$ cat src/rtl/mul_seq_pkg.sv
// Shared types and constants for the program-3 multiply sequencer.
// The Booth step helper is used by the iterative multiplier.
package mul_seq_pkg;

    typedef enum logic [3:0] {
        ST_IDLE     = 4'd0,
        ST_RD_AH    = 4'd1,
        ST_RD_AL    = 4'd2,
        ST_RD_BH    = 4'd3,
        ST_RD_BL    = 4'd4,
        ST_MUL_GO   = 4'd5,
        ST_MUL_WAIT = 4'd6,
        ST_WR0      = 4'd7,
        ST_WR1      = 4'd8,
        ST_WR2      = 4'd9,
        ST_WR3      = 4'd10,
        ST_NEXT     = 4'd11,
        ST_DONE     = 4'd12
    } state_t;

    localparam int PAIR_STRIDE = 4;
    localparam int PROD_STRIDE = 4;
    localparam int MUL_CYCLES  = 16;

    // One radix-2 Booth iteration on {acc[15:0], q[15:0], q_-1}. The add/sub is
    // 17 bits wide so that subtracting -32768 cannot overflow before the shift.
    function automatic logic [32:0] booth_step(input logic [32:0] work, input logic [15:0] m);
        logic [16:0] acc_x;
        logic [16:0] m_x;
        logic [16:0] sum;
        acc_x = {work[32], work[32:17]};
        m_x   = {m[15], m};
        case (work[1:0])
            2'b10:   sum = acc_x - m_x;
            2'b01:   sum = acc_x + m_x;
            default: sum = acc_x;
        endcase
        return {sum, work[16:2], work[1]};
    endfunction

endpackage

$ cat src/rtl/booth_mul16.sv
// Iterative signed 16x16 radix-2 Booth multiplier; 16 cycles from mul_start
// to the one-cycle mul_valid pulse. prod holds until the next mul_start.
module booth_mul16
    import mul_seq_pkg::*;
(
    input  logic        clk,
    input  logic        reset,
    input  logic        mul_start,
    input  logic [15:0] a,
    input  logic [15:0] b,
    output logic [31:0] prod,
    output logic        mul_valid
);

    logic [32:0] r_work;
    logic [15:0] r_m;
    logic [4:0]  r_cnt;
    logic        r_busy;
    logic        r_valid;

    // The first iteration is folded into the load edge so the last one lands
    // on the 16th edge, letting mul_valid line up with the caller's wait.
    always_ff @(posedge clk) begin
        if (reset) begin
            r_work  <= 33'd0;
            r_m     <= 16'd0;
            r_cnt   <= 5'd0;
            r_busy  <= 1'b0;
            r_valid <= 1'b0;
        end else if (mul_start) begin
            r_work  <= booth_step({16'd0, b, 1'b0}, a);
            r_m     <= a;
            r_cnt   <= 5'(MUL_CYCLES - 1);
            r_busy  <= 1'b1;
            r_valid <= 1'b0;
        end else if (r_busy) begin
            r_work <= booth_step(r_work, r_m);
            r_cnt  <= r_cnt - 5'd1;
            if (r_cnt == 5'd1) begin
                r_busy  <= 1'b0;
                r_valid <= 1'b1;
            end else begin
                r_valid <= 1'b0;
            end
        end else begin
            r_valid <= 1'b0;
        end
    end

    assign prod      = r_work[32:1];
    assign mul_valid = r_valid;

endmodule

$ cat src/rtl/mul_sequencer.sv
// Start/done sequencer: reads 16-bit operand pairs big-endian from data memory,
// multiplies them on booth_mul16 and writes the 32-bit products back.
module mul_sequencer
    import mul_seq_pkg::*;
#(
    parameter int NUM_PAIRS = 16,
    parameter int OPND_BASE = 0,
    parameter int PROD_BASE = 64,
    parameter int ADDR_W    = 8
) (
    input  logic              clk,
    input  logic              reset,
    input  logic              start,
    output logic              done,
    output logic [ADDR_W-1:0] dm_addr,
    input  logic [7:0]        dm_rd_data,
    output logic              dm_wr_en,
    output logic [7:0]        dm_wr_data
);

    localparam int J_W = $clog2(NUM_PAIRS) + 1;

    state_t            r_state;
    state_t            w_state_nxt;
    logic [J_W-1:0]    r_j;
    logic [J_W-1:0]    w_j_nxt;
    logic              r_start_q;
    logic [15:0]       r_a;
    logic [15:0]       r_b;
    logic              w_mul_start;
    logic              w_mul_valid;
    logic [31:0]       w_prod;
    logic              r_done;
    logic              r_wr_en;
    logic [ADDR_W-1:0] r_addr;
    logic [7:0]        r_wr_data;
    logic              w_done_nxt;
    logic              w_wr_en_nxt;
    logic [ADDR_W-1:0] w_addr_nxt;
    logic [7:0]        w_wr_data_nxt;
    logic [ADDR_W-1:0] w_opnd_addr;
    logic [ADDR_W-1:0] w_prod_addr;

    assign w_mul_start = (r_state == ST_MUL_GO);

    booth_mul16 u_mul (
        .clk       (clk),
        .reset     (reset),
        .mul_start (w_mul_start),
        .a         (r_a),
        .b         (r_b),
        .prod      (w_prod),
        .mul_valid (w_mul_valid)
    );

    // State, pair index and the registered memory-side outputs
    always_ff @(posedge clk) begin
        if (reset) begin
            r_state   <= ST_IDLE;
            r_j       <= '0;
            r_start_q <= 1'b0;
            r_done    <= 1'b0;
            r_wr_en   <= 1'b0;
            r_addr    <= '0;
            r_wr_data <= 8'd0;
        end else begin
            r_state   <= w_state_nxt;
            r_j       <= w_j_nxt;
            r_start_q <= start;
            r_done    <= w_done_nxt;
            r_wr_en   <= w_wr_en_nxt;
            r_addr    <= w_addr_nxt;
            r_wr_data <= w_wr_data_nxt;
        end
    end

    // Operand byte capture while the matching read address is presented
    always_ff @(posedge clk) begin
        if (reset) begin
            r_a <= 16'd0;
            r_b <= 16'd0;
        end else begin
            case (r_state)
                ST_RD_AH: r_a[15:8] <= dm_rd_data;
                ST_RD_AL: r_a[7:0]  <= dm_rd_data;
                ST_RD_BH: r_b[15:8] <= dm_rd_data;
                ST_RD_BL: r_b[7:0]  <= dm_rd_data;
                default:  ;
            endcase
        end
    end

    // Next state; a high start outside IDLE aborts from any state
    always_comb begin
        w_state_nxt = r_state;
        if (r_state != ST_IDLE && start) begin
            w_state_nxt = ST_IDLE;
        end else begin
            case (r_state)
                ST_IDLE:     w_state_nxt = (r_start_q && !start) ? ST_RD_AH : ST_IDLE;
                ST_RD_AH:    w_state_nxt = ST_RD_AL;
                ST_RD_AL:    w_state_nxt = ST_RD_BH;
                ST_RD_BH:    w_state_nxt = ST_RD_BL;
                ST_RD_BL:    w_state_nxt = ST_MUL_GO;
                ST_MUL_GO:   w_state_nxt = ST_MUL_WAIT;
                ST_MUL_WAIT: w_state_nxt = w_mul_valid ? ST_WR0 : ST_MUL_WAIT;
                ST_WR0:      w_state_nxt = ST_WR1;
                ST_WR1:      w_state_nxt = ST_WR2;
                ST_WR2:      w_state_nxt = ST_WR3;
                ST_WR3:      w_state_nxt = ST_NEXT;
                ST_NEXT:     w_state_nxt = (r_j == J_W'(NUM_PAIRS - 1)) ? ST_DONE : ST_RD_AH;
                ST_DONE:     w_state_nxt = ST_DONE;
                default:     w_state_nxt = ST_IDLE;
            endcase
        end
    end

    // Outputs are decoded from the upcoming state so the registered copies
    // line up with the state they belong to.
    always_comb begin
        if (w_state_nxt == ST_IDLE) begin
            w_j_nxt = '0;
        end else if (r_state == ST_NEXT) begin
            w_j_nxt = r_j + J_W'(1);
        end else begin
            w_j_nxt = r_j;
        end
        w_opnd_addr   = ADDR_W'(OPND_BASE + int'(w_j_nxt) * PAIR_STRIDE);
        w_prod_addr   = ADDR_W'(PROD_BASE + int'(w_j_nxt) * PROD_STRIDE);
        w_done_nxt    = 1'b0;
        w_wr_en_nxt   = 1'b0;
        w_addr_nxt    = '0;
        w_wr_data_nxt = 8'd0;
        case (w_state_nxt)
            ST_RD_AH: w_addr_nxt = w_opnd_addr;
            ST_RD_AL: w_addr_nxt = w_opnd_addr + ADDR_W'(1);
            ST_RD_BH: w_addr_nxt = w_opnd_addr + ADDR_W'(2);
            ST_RD_BL: w_addr_nxt = w_opnd_addr + ADDR_W'(3);
            ST_WR0: begin
                w_wr_en_nxt   = 1'b1;
                w_addr_nxt    = w_prod_addr;
                w_wr_data_nxt = w_prod[31:24];
            end
            ST_WR1: begin
                w_wr_en_nxt   = 1'b1;
                w_addr_nxt    = w_prod_addr + ADDR_W'(1);
                w_wr_data_nxt = w_prod[23:16];
            end
            ST_WR2: begin
                w_wr_en_nxt   = 1'b1;
                w_addr_nxt    = w_prod_addr + ADDR_W'(2);
                w_wr_data_nxt = w_prod[15:8];
            end
            ST_WR3: begin
                w_wr_en_nxt   = 1'b1;
                w_addr_nxt    = w_prod_addr + ADDR_W'(3);
                w_wr_data_nxt = w_prod[7:0];
            end
            ST_DONE:  w_done_nxt = 1'b1;
            default:  ;
        endcase
    end

    assign done       = r_done;
    assign dm_wr_en   = r_wr_en;
    assign dm_addr    = r_addr;
    assign dm_wr_data = r_wr_data;

endmodule

$ cat config.mk
export PLATFORM = sky130hd
export DESIGN_NAME = mul_sequencer
export DESIGN_NICKNAME = d
export VERILOG_FILES = /design/src/rtl/mul_seq_pkg.sv /design/src/rtl/booth_mul16.sv /design/src/rtl/mul_sequencer.sv
export SDC_FILE = /design/constraint.sdc
export NUM_CORES = 1
export LEC_CHECK = 0
export ABC_CLOCK_PERIOD_IN_PS = 4170
export CORE_AREA = 3 3 166 168
export DETAILED_ROUTE_END_ITERATION = 10
export DIE_AREA = 0 0 169 171
export PLACE_DENSITY = 0.45
export REMOVE_ABC_BUFFERS = 1
export SLEW_MARGIN = 20
export SYNTH_ARGS = -nofsm -noshare
export SYNTH_HDL_FRONTEND = slang
export SYNTH_SLANG_ARGS = --single-unit
export TNS_END_PERCENT = 100
$ cat constraint.sdc
create_clock -name clk -period 4.17 [get_ports clk]
set_input_delay 0.417 -clock clk [delete_from_list [all_inputs] [get_ports clk]]
set_output_delay 0.417 -clock clk [all_outputs]
set_load 0.03 [all_outputs]
Word-level counts from Yosys, hierarchy flattened
Cells that the tools add are included.
{ "word_totals": {"elab_cells": 89, "output_inout_bits": 18, "in_bits": 11, "register_bits": 116} }
{ "classes": {"n_addsub": 12, "n_reduce_logical": 12, "eq_ne": 25, "muxes": 21, "n_bitwise": 1} }
{ "ops": {"columns": ["cell", "count"], "rows": [
  ["two-way mux 33 bit", 2],
  ["case mux 8 bit (8 select lines)", 1],
  ["case mux 4 bit (13 select lines)", 1],
  ["== test 4 bit (second input constant)", 9],
  ["case mux 17 bit (2 select lines)", 1],
  ["case mux 8 bit (4 select lines)", 1],
  ["== test 4 x 3 -> 1 bit (second input constant)", 6],
  ["adder 16 x 16 -> 17 bit", 1],
  ["two-way mux 17 bit", 1],
  ["subtractor 1 x 16 -> 17 bit (first input constant)", 1],
  ["subtractor 16 x 16 -> 17 bit", 1],
  ["adder 7 x 2 -> 8 bit (second input constant)", 2],
  ["adder 8 x 2 -> 8 bit (second input constant)", 2],
  ["== test 4 x 2 -> 1 bit (second input constant)", 4],
  ["two-way mux 4 bit", 4],
  ["two-way mux 5 bit", 2],
  ["adder 7 x 1 -> 8 bit (second input constant)", 1],
  ["adder 7 x 7 -> 8 bit (first input constant)", 1],
  ["adder 8 x 1 -> 8 bit (second input constant)", 1],
  ["== test 4 x 1 -> 1 bit (second input constant)", 2],
  ["logical NOT 4 bit", 2],
  ["two-way mux 1 bit", 8],
  ["adder 5 x 1 -> 5 bit (second input constant)", 1],
  ["== test 5 x 1 -> 1 bit (second input constant)", 1],
  ["14 further kinds", 15]
]} }

Logic depth before layout (Yosys ltp)
Gate-level depths: netlist of run 1.
{ "logic_depth": {"word_depth": 10, "depth_mapped": 14, "depth_no_buf": 13} }

Cells and area by module
From an unflattened synthesis of run 1, not the netlist that was laid out.
{ "unflattened": {"hier_cells": 851, "area_unflattened_um2": 6809.0} }
{ "by_module_without_submodules": {"columns": ["mod", "cells_each", "n_inst", "area_each_um2"], "rows": [
  ["booth_mul16", 546, 1, 4242.8],
  ["mul_sequencer", 305, 1, 2566.2]
]} }

Worst setup path before layout of run 1
Ideal clock, no wire load.
{ "synth_path": {"path_type": "register to register", "from": "reg u_mul.r_m[2]", "to": "reg u_mul.r_work[31]", "required_time_ns": 4.108, "path_slack_ns": 0.950, "period_less_slack_ns": 3.220, "stages_incl_launch_ff": 13, "arrival_time_ns": 3.158, "cell_sequence": "dfxtp_1 > nor4_1 > nor4b_1 > a21oi_1 > xor2_1 > ha_1 > clkbuf_1 > a21oi_1 > nand2_1 > a211oi_1 > a211oi_1 > or3_2 > nand3_1"} }
{ "synth_via": {"elab_chain_cells": 4, "word_cells_on_any_way": 5, "classes_between": "add/sub (2); mux (3)"} }
{ "synth_lines": {"columns": ["element", "line_no", "rtl"], "rows": [
  ["from (decl)", "booth_mul16.sv:16", "logic [15:0] r_m;"],
  ["from (signal assigned)", "booth_mul16.sv:26", "r_m <= 16'd0;"],
  ["from (signal assigned)", "booth_mul16.sv:32", "r_m <= a;"],
  ["adder 16 x 16 -> 17 bit or subtractor 16 x 16 -> 17 bit (tied branches)", "mul_seq_pkg.sv:35, mul_seq_pkg.sv:34", null],
  ["case mux 17 bit (2 select lines) *", "mul_seq_pkg.sv:33", "case (work[1:0])"],
  ["two-way mux 33 bit *", "booth_mul16.sv:36", "end else if (r_busy) begin"],
  ["two-way mux 33 bit *", "booth_mul16.sv:30", "end else if (mul_start) begin"],
  ["to (signal assigned)", "booth_mul16.sv:31", "r_work <= booth_step({16'd0, b, 1'b0}, a);"],
  ["to (signal assigned)", "booth_mul16.sv:37", "r_work <= booth_step(r_work, r_m);"],
  ["to (decl)", "booth_mul16.sv:15", "logic [32:0] r_work;"]
]} }
Mark *: on every way between the ends. The rest lies on a longest branch, timed or not. The select of a mux whose other input is x is not followed.
A chain may end at the register's enable or synchronous reset.

Worst setup path after layout of run 1
{ "layout_path": {"from": "reg u_mul.r_m[2]", "to": "reg u_mul.r_work[27]"} }
The elaborated chain is that of the path after synthesis.

==> flow_summary.ini, run 1 <==
[die]
initial_core_util_pct = 25.12
dieArea_sq_mm = 0.02890
fp-row-count = 59
die_height_microns = 171
coreArea_sq_mm = 0.02606
ios = 29
die_w_microns = 169

[cts]
clk_pin_slew_ns = 0.06
cts_resized = 0
clock_latency_ns = 0.43
numCtsBuffers = 17
h-tree-depth = 4
post-cts-setup-buffers = 0
clock_sinks = 116
hold_buffers = 0
cts_buffer_depth = 2
cts_tree = done
cts-root-buf = clkbuf_16

[pwr]
p_leak_nw = 2.826
powerDensity_mw_per_mm2 = 349.8
netSwitchingPower_mw = 0.6496
combPwrFrac_pct = 3.6
power.share.switching_pct = 24.25
p_seq_share_pct = 41.8
pwr-share-clk_pct = 54.6
fin_total_pwr_mw = 2.679
power.internal_mw = 2.029
ir_worst_vdd_uv = 240.9

[setup_path]
crit_top_cell = a21oi_1
r2r_cells = 12
max_stage_delay_ns = 0.55
required_ns = 4.49
slowest_stage = nor4_1
rrSetupSlack_ns = 0.67
end_kind = register
crit_fanout = 8
critPathBufInv = 1
path_class = reg2reg
arrival_ns = 3.82
r2r-start = u_mul.r_m[2]
crit_chain = nor4_1, nor4b_1, buf_4, a21oi_1, xor2_1, ha_1, a21oi_1, nand2_1, a211oi_1, a21boi_0, o311a_1, o41ai_1
cp_top_family = compound AO/OA/AOI/OAI gates
r2r-end = u_mul.r_work[27]
critPathLaunchType = register

[yosys]
synth-seq-area-share_pct = 35.47
synth_seq_cells = 116
synth_ff_type = dfxtp_1
syn-cell-area_sq_mm = 0.006546
async_flop_share_pct = 0
syn_area_per_cell_sq_um = 8.173
postSynthCellCount = 801
yosys_warnings = 0
synth_edf_count = 0
ys_types = 73

[detailed_routing]
drt_iter0_markers = 354
routedWlPerCell_microns = 16.41
ant_nets = 0
routed_via_density = 4.917
dr_total_vias = 5669
drc_errors = 0
routed_wl_mm = 18.93
first_pass_iters = 5

[placement]
placed_area_sq_mm = 0.007068
io_buffers = 28
dpl.cell_count = 1121
gp_congestion = 0.8140
dp_hpwl_mm = 13.84

[global_route]
grt-ovfl-total = 0
antenna_found_initial = 0
first_global_vias = 5209
grt_pass1_wl_mm = 30.13
grt_max_degree = 76
grt_use_total_pct = 13.24

[timing]
post-route-min-period_ns = 3.496
tightest_slew_ns = 0.9620
slew_violations = 0
rsz0062_at_grt = false
setup_tns_ns = 0
min_period_over_period_pct = 83.83
slew_headroom_pct = 35.33
max_clock_freq_mhz = 286.1
finClkSkew_ns = 0.008574
setup_viol = 0
hold_viol_final = 0
whs_ns = 0.3731

[min_path]
hold_path.class = in2reg
holdPathStages = 2
whs_endpoint = u_mul.r_cnt[0]
holdCritStartpoint = reset

[flow_run]
max_cap_violations = 0

[cells_and_area]
final_cells = 1153
antenna_cells = 0
drive_gt1_share_pct = 7.824
syn_to_final_growth_pct = 16.97
final_cell_area_sq_mm = 0.007657
final_nets = 841

[run_status]
outcome = finished clean
cell type report:
type	count	area, sq um
clock inverters	15	156.4
inverters	17	63.81
multi-input cells	617	3931
fillers	2805	18400
well taps	335	419.2
flip-flops and latches	116	2323
repair buffers	36	337.8
clock buffers	17	425.4
cells by family (layout without fill, tap and decap cells):
kind of cell,after synthesis,in the layout,share of synthesized area [%]
mux,43,43,6.632
buf+inv,68,85,4.702
flops,116,116,35.47
compound gates,204,204,20.47
xor+xnor,41,41,5.485
fa+ha+maj,26,26,5.065
simple gates,303,303,22.17
routing by layer:
layer	vias up	part of all wire (%)	global-route usage, %
met4	0	1.3	3.776
met5	-	0	0
met3	19	3.9	2.981
met2	90	46	20.55
met1	2679	49	18.50
li1	2881	-	-
how the worst max path moves through the flow:
stage            startpoint                to  slack, ns  depth (start not counted)
4_1_cts        u_mul.r_m[2]  u_mul.r_work[27]       0.66                         12
5_1_grt        u_mul.r_m[2]  u_mul.r_work[27]       0.16                         12
6_report       u_mul.r_m[2]  u_mul.r_work[27]       0.67                         12
3_3_place_gp   u_mul.r_m[2]  u_mul.r_work[31]       0.79                         12
2_1_floorplan  u_mul.r_m[2]  u_mul.r_work[31]       1.01                         11
3_5_place_dp   u_mul.r_m[2]  u_mul.r_work[27]       0.73                         12
sequential cells by signal, indices dropped and copies added, names as in the netlist:
register,flops
r_j,5
done,1
r_b,16
dm_wr_data,8
r_start_q,1
u_mul.r_cnt,5
dm_addr,8
u_mul.r_work,33
r_a,16
u_mul.r_m,16
dm_wr_en,1
u_mul.r_busy,1
r_state,4
u_mul.mul_valid,1
synthesized netlist by cell type (3+ instances only):
cell	number	area share, %
buf_1	7	0.40
a21boi_0	3	0.34
a22oi_1	10	1.1
nor3_1	25	1.9
nor4b_1	3	0.40
o21a_1	7	0.80
nand4_1	7	0.67
a211oi_1	24	2.8
xnor2_1	18	2.4
o211ai_1	13	1.5
a21o_1	8	0.92
a221oi_1	4	0.54
mux2i_1	40	6.1
a31oi_1	3	0.29
xor2_1	23	3.1
mux2_2	3	0.52
and2_1	7	0.67
and3b_1	3	0.40
or3_1	4	0.38
ha_1	24	4.6
nor3b_1	4	0.46
o21ai_0	16	1.2
nand3_1	12	0.92
o2bb2ai_1	8	1.1
clkbuf_1	30	1.7
inv_1	17	0.97
nor2b_1	11	1.1
a21oi_1	81	6.2
nor4_1	5	0.48
dfxtp_1	116	35
o41ai_1	3	0.40
nor2_1	71	4.1
buf_2	8	0.61
and3_1	7	0.67
nand2b_1	4	0.38
nand2_1	125	7.2
cell usage in the layout (no fill, tap or decap), types with 7 or more instances in the layout:
cell	count
buf_4	9
nor3_1	24
a211oi_1	24
a22oi_1	10
clkbuf_16	17
nor2_1	71
a21oi_1	81
inv_1	17
xor2_1	23
ha_1	23
nand2_1	125
a21o_1	8
and2_1	7
o21a_1	7
nor2b_1	11
dfxtp_1	115
mux2i_1	40
nand4_1	7
clkdlybuf4s50_1	27
o21ai_0	16
xnor2_1	18
o211ai_1	13
o2bb2ai_1	8
nand3_1	12
and3_1	7
power by group through the flow:
stage	registers (mW)	clock network, mW	logic [mW]
after detailed placement	1.14	0	0.0974
after global placement	1.14	0	0.0973
after global routing	1.12	1.55	0.106
final	1.12	1.46	0.0968
after CTS	1.12	1.50	0.0976
after floorplan	1.14	0	0.0486
stage by stage:
step           worst slack (ns)  util (%)
2_1_floorplan             1.009         -
3_3_place_gp             0.7861     27.12
3_5_place_dp             0.7280     27.12
4_1_cts                  0.6559     29.36
5_1_grt                  0.1574     29.38
6_report                 0.6741     29.38
Power figures use the tool's default switching activity.
==> run 2: changes to the inputs <==
- ABC_CLOCK_PERIOD_IN_PS: 4170 -> 3250
- clock period: 4.17 -> 3.25 ns (I/O delays scaled with it)
==> flow_summary.ini, run 2 (synthesis results as in run 1) <==
[global_route]
grt_pass1_wl_mm = 31.16
grt_max_degree = 55
antenna_found_initial = 0
first_global_vias = 5571
grt-ovfl-total = 0
grt_use_total_pct = 13.69

[timing]
slew_headroom_pct = 30.35
min_period_over_period_pct = 93.27
hold_viol_final = 0
setup_tns_ns = 0
finClkSkew_ns = 0.009719
slew_violations = 0
rsz0062_at_grt = false
setup_viol = 0
whs_ns = 0.3613
max_clock_freq_mhz = 329.9
tightest_slew_ns = 1.045
post-route-min-period_ns = 3.031
setup_slack_ns = 0.2187

[setup_path]
r2r_cells = 13
rrSetupSlack_ns = 0.22
path_class = reg2reg
r2r-end = u_mul.r_work[32]
arrival_ns = 3.38
required_ns = 3.60
critPathLaunchType = register
crit_fanout = 6
end_kind = register
r2r-start = u_mul.r_m[2]

[cells_and_area]
final_common_cell = nand2_1
regMostFlops = u_mul.r_work
drive_gt1_share_pct = 10.08
final_nets = 856
syn_to_final_growth_pct = 19.67
largest_register_ffs = 33
final_cell_mix = 125 x nand2_1, 113 x dfxtp_1, 80 x a21oi_1
antenna_cells = 0

[min_path]
whs_endpoint = u_mul.r_work[18]
hold_path.class = in2reg
holdPathStages = 2
holdCritStartpoint = reset

[cts]
clk_pin_slew_ns = 0.06
h-tree-depth = 4
cts-root-buf = clkbuf_16
cts_tree = done
cts_buffer_depth = 2
numCtsBuffers = 17
clock_latency_ns = 0.42
clock_sinks = 116
hold_buffers = 0
post-cts-setup-buffers = 0

[pwr]
ir_worst_vdd_uv = 304.7
p_leak_nw = 2.920
powerDensity_mw_per_mm2 = 453.3

[die]
ios = 29
die_w_microns = 169
die_height_microns = 171
initial_core_util_pct = 25.12
fp-row-count = 59
coreArea_sq_mm = 0.02606
dieArea_sq_mm = 0.02890

[detailed_routing]
first_pass_iters = 5
routedWlPerCell_microns = 16.70
drt_iter0_markers = 431
routed_via_density = 4.914
routed_wl_mm = 19.50
drc_errors = 0
dr_total_vias = 5739
ant_nets = 0

[placement]
io_buffers = 28
dp_hpwl_mm = 14.08
gp_congestion = 0.8221
pre_cts_ws_ns = 0.02981

[flow_run]
max_cap_violations = 0

[run_status]
outcome = finished clean
-- run 2: cell count changes in the layout (fill, tap and decap cells not counted), moves of 2 or more --
cell	delta
dfxtp_2	+2
clkinv_2	-3
buf_4	+15
clkinvlp_4	+2
dfxtp_1	-2
-- run 2: routing by layer --
metal	vias up	global-route usage, %	share of wire [%]
li1	2908	-	-
met4	0	4.023	1.4
met1	2717	18.53	49
met5	-	0	0
met3	19	3.096	3.8
met2	95	21.93	46
-- run 2: timing repair --
action,in CTS,in global routing
resized for setup,1,9
endpoints found under the setup margin,1,7
pin swaps,0,1
-- run 2: final cells by class --
class	count	area, sq um
sequential	116	2326
inverter	17	63.81
multi-input combinational	617	3958
clock inverter	14	177.7
fill	2809	18230
tap	335	419.2
clock buffer	18	439.2
timing repair buffer	51	450.4
-- run 2: critical path, stage by stage (launching register included) --
cell,delay [ns]
dfxtp_1,0.33
nor4_4,0.29
nor4b_2,0.26
buf_4,0.17
a21oi_1,0.07
xor2_1,0.15
ha_1,0.36
buf_4,0.17
a211oi_1,0.30
o211ai_1,0.14
a221oi_1,0.25
o41ai_1,0.14
xor2_1,0.17
a21oi_1,0.15
-- run 2: how the worst max path moves through the flow --
stage	depth (start not counted)	slack [ns]	start	end
after floorplan	11	0.09	u_mul.r_m[2]	u_mul.r_work[31]
after CTS	13	0.04	u_mul.r_m[2]	u_mul.r_work[32]
after global placement	12	0.10	u_mul.r_m[2]	u_mul.r_work[31]
after global routing	13	0.001	u_mul.r_m[2]	u_mul.r_work[32]
after detailed placement	12	0.03	u_mul.r_m[2]	u_mul.r_work[27]
final	13	0.22	u_mul.r_m[2]	u_mul.r_work[32]
-- run 2: stage by stage --
step	instances	instance area (sq um)	util, %	total power [mW]
6_report	1168	7834	30.06	3.551
5_1_grt	1168	7834	30.06	3.677
4_1_cts	1168	7796	29.92	3.611
3_5_place_dp	1136	7174	27.53	1.596
3_3_place_gp	1136	7174	27.53	1.596
2_1_floorplan	750	6302	-	1.529
-- run 2: power breakdown --
part	switching [mW]	leakage, nW	internal, mW
logic	0.0809	1.69	0.0460
clock network	0.753	0.290	1.23
registers	0.00987	0.936	1.43
total	0.844	2.92	2.71
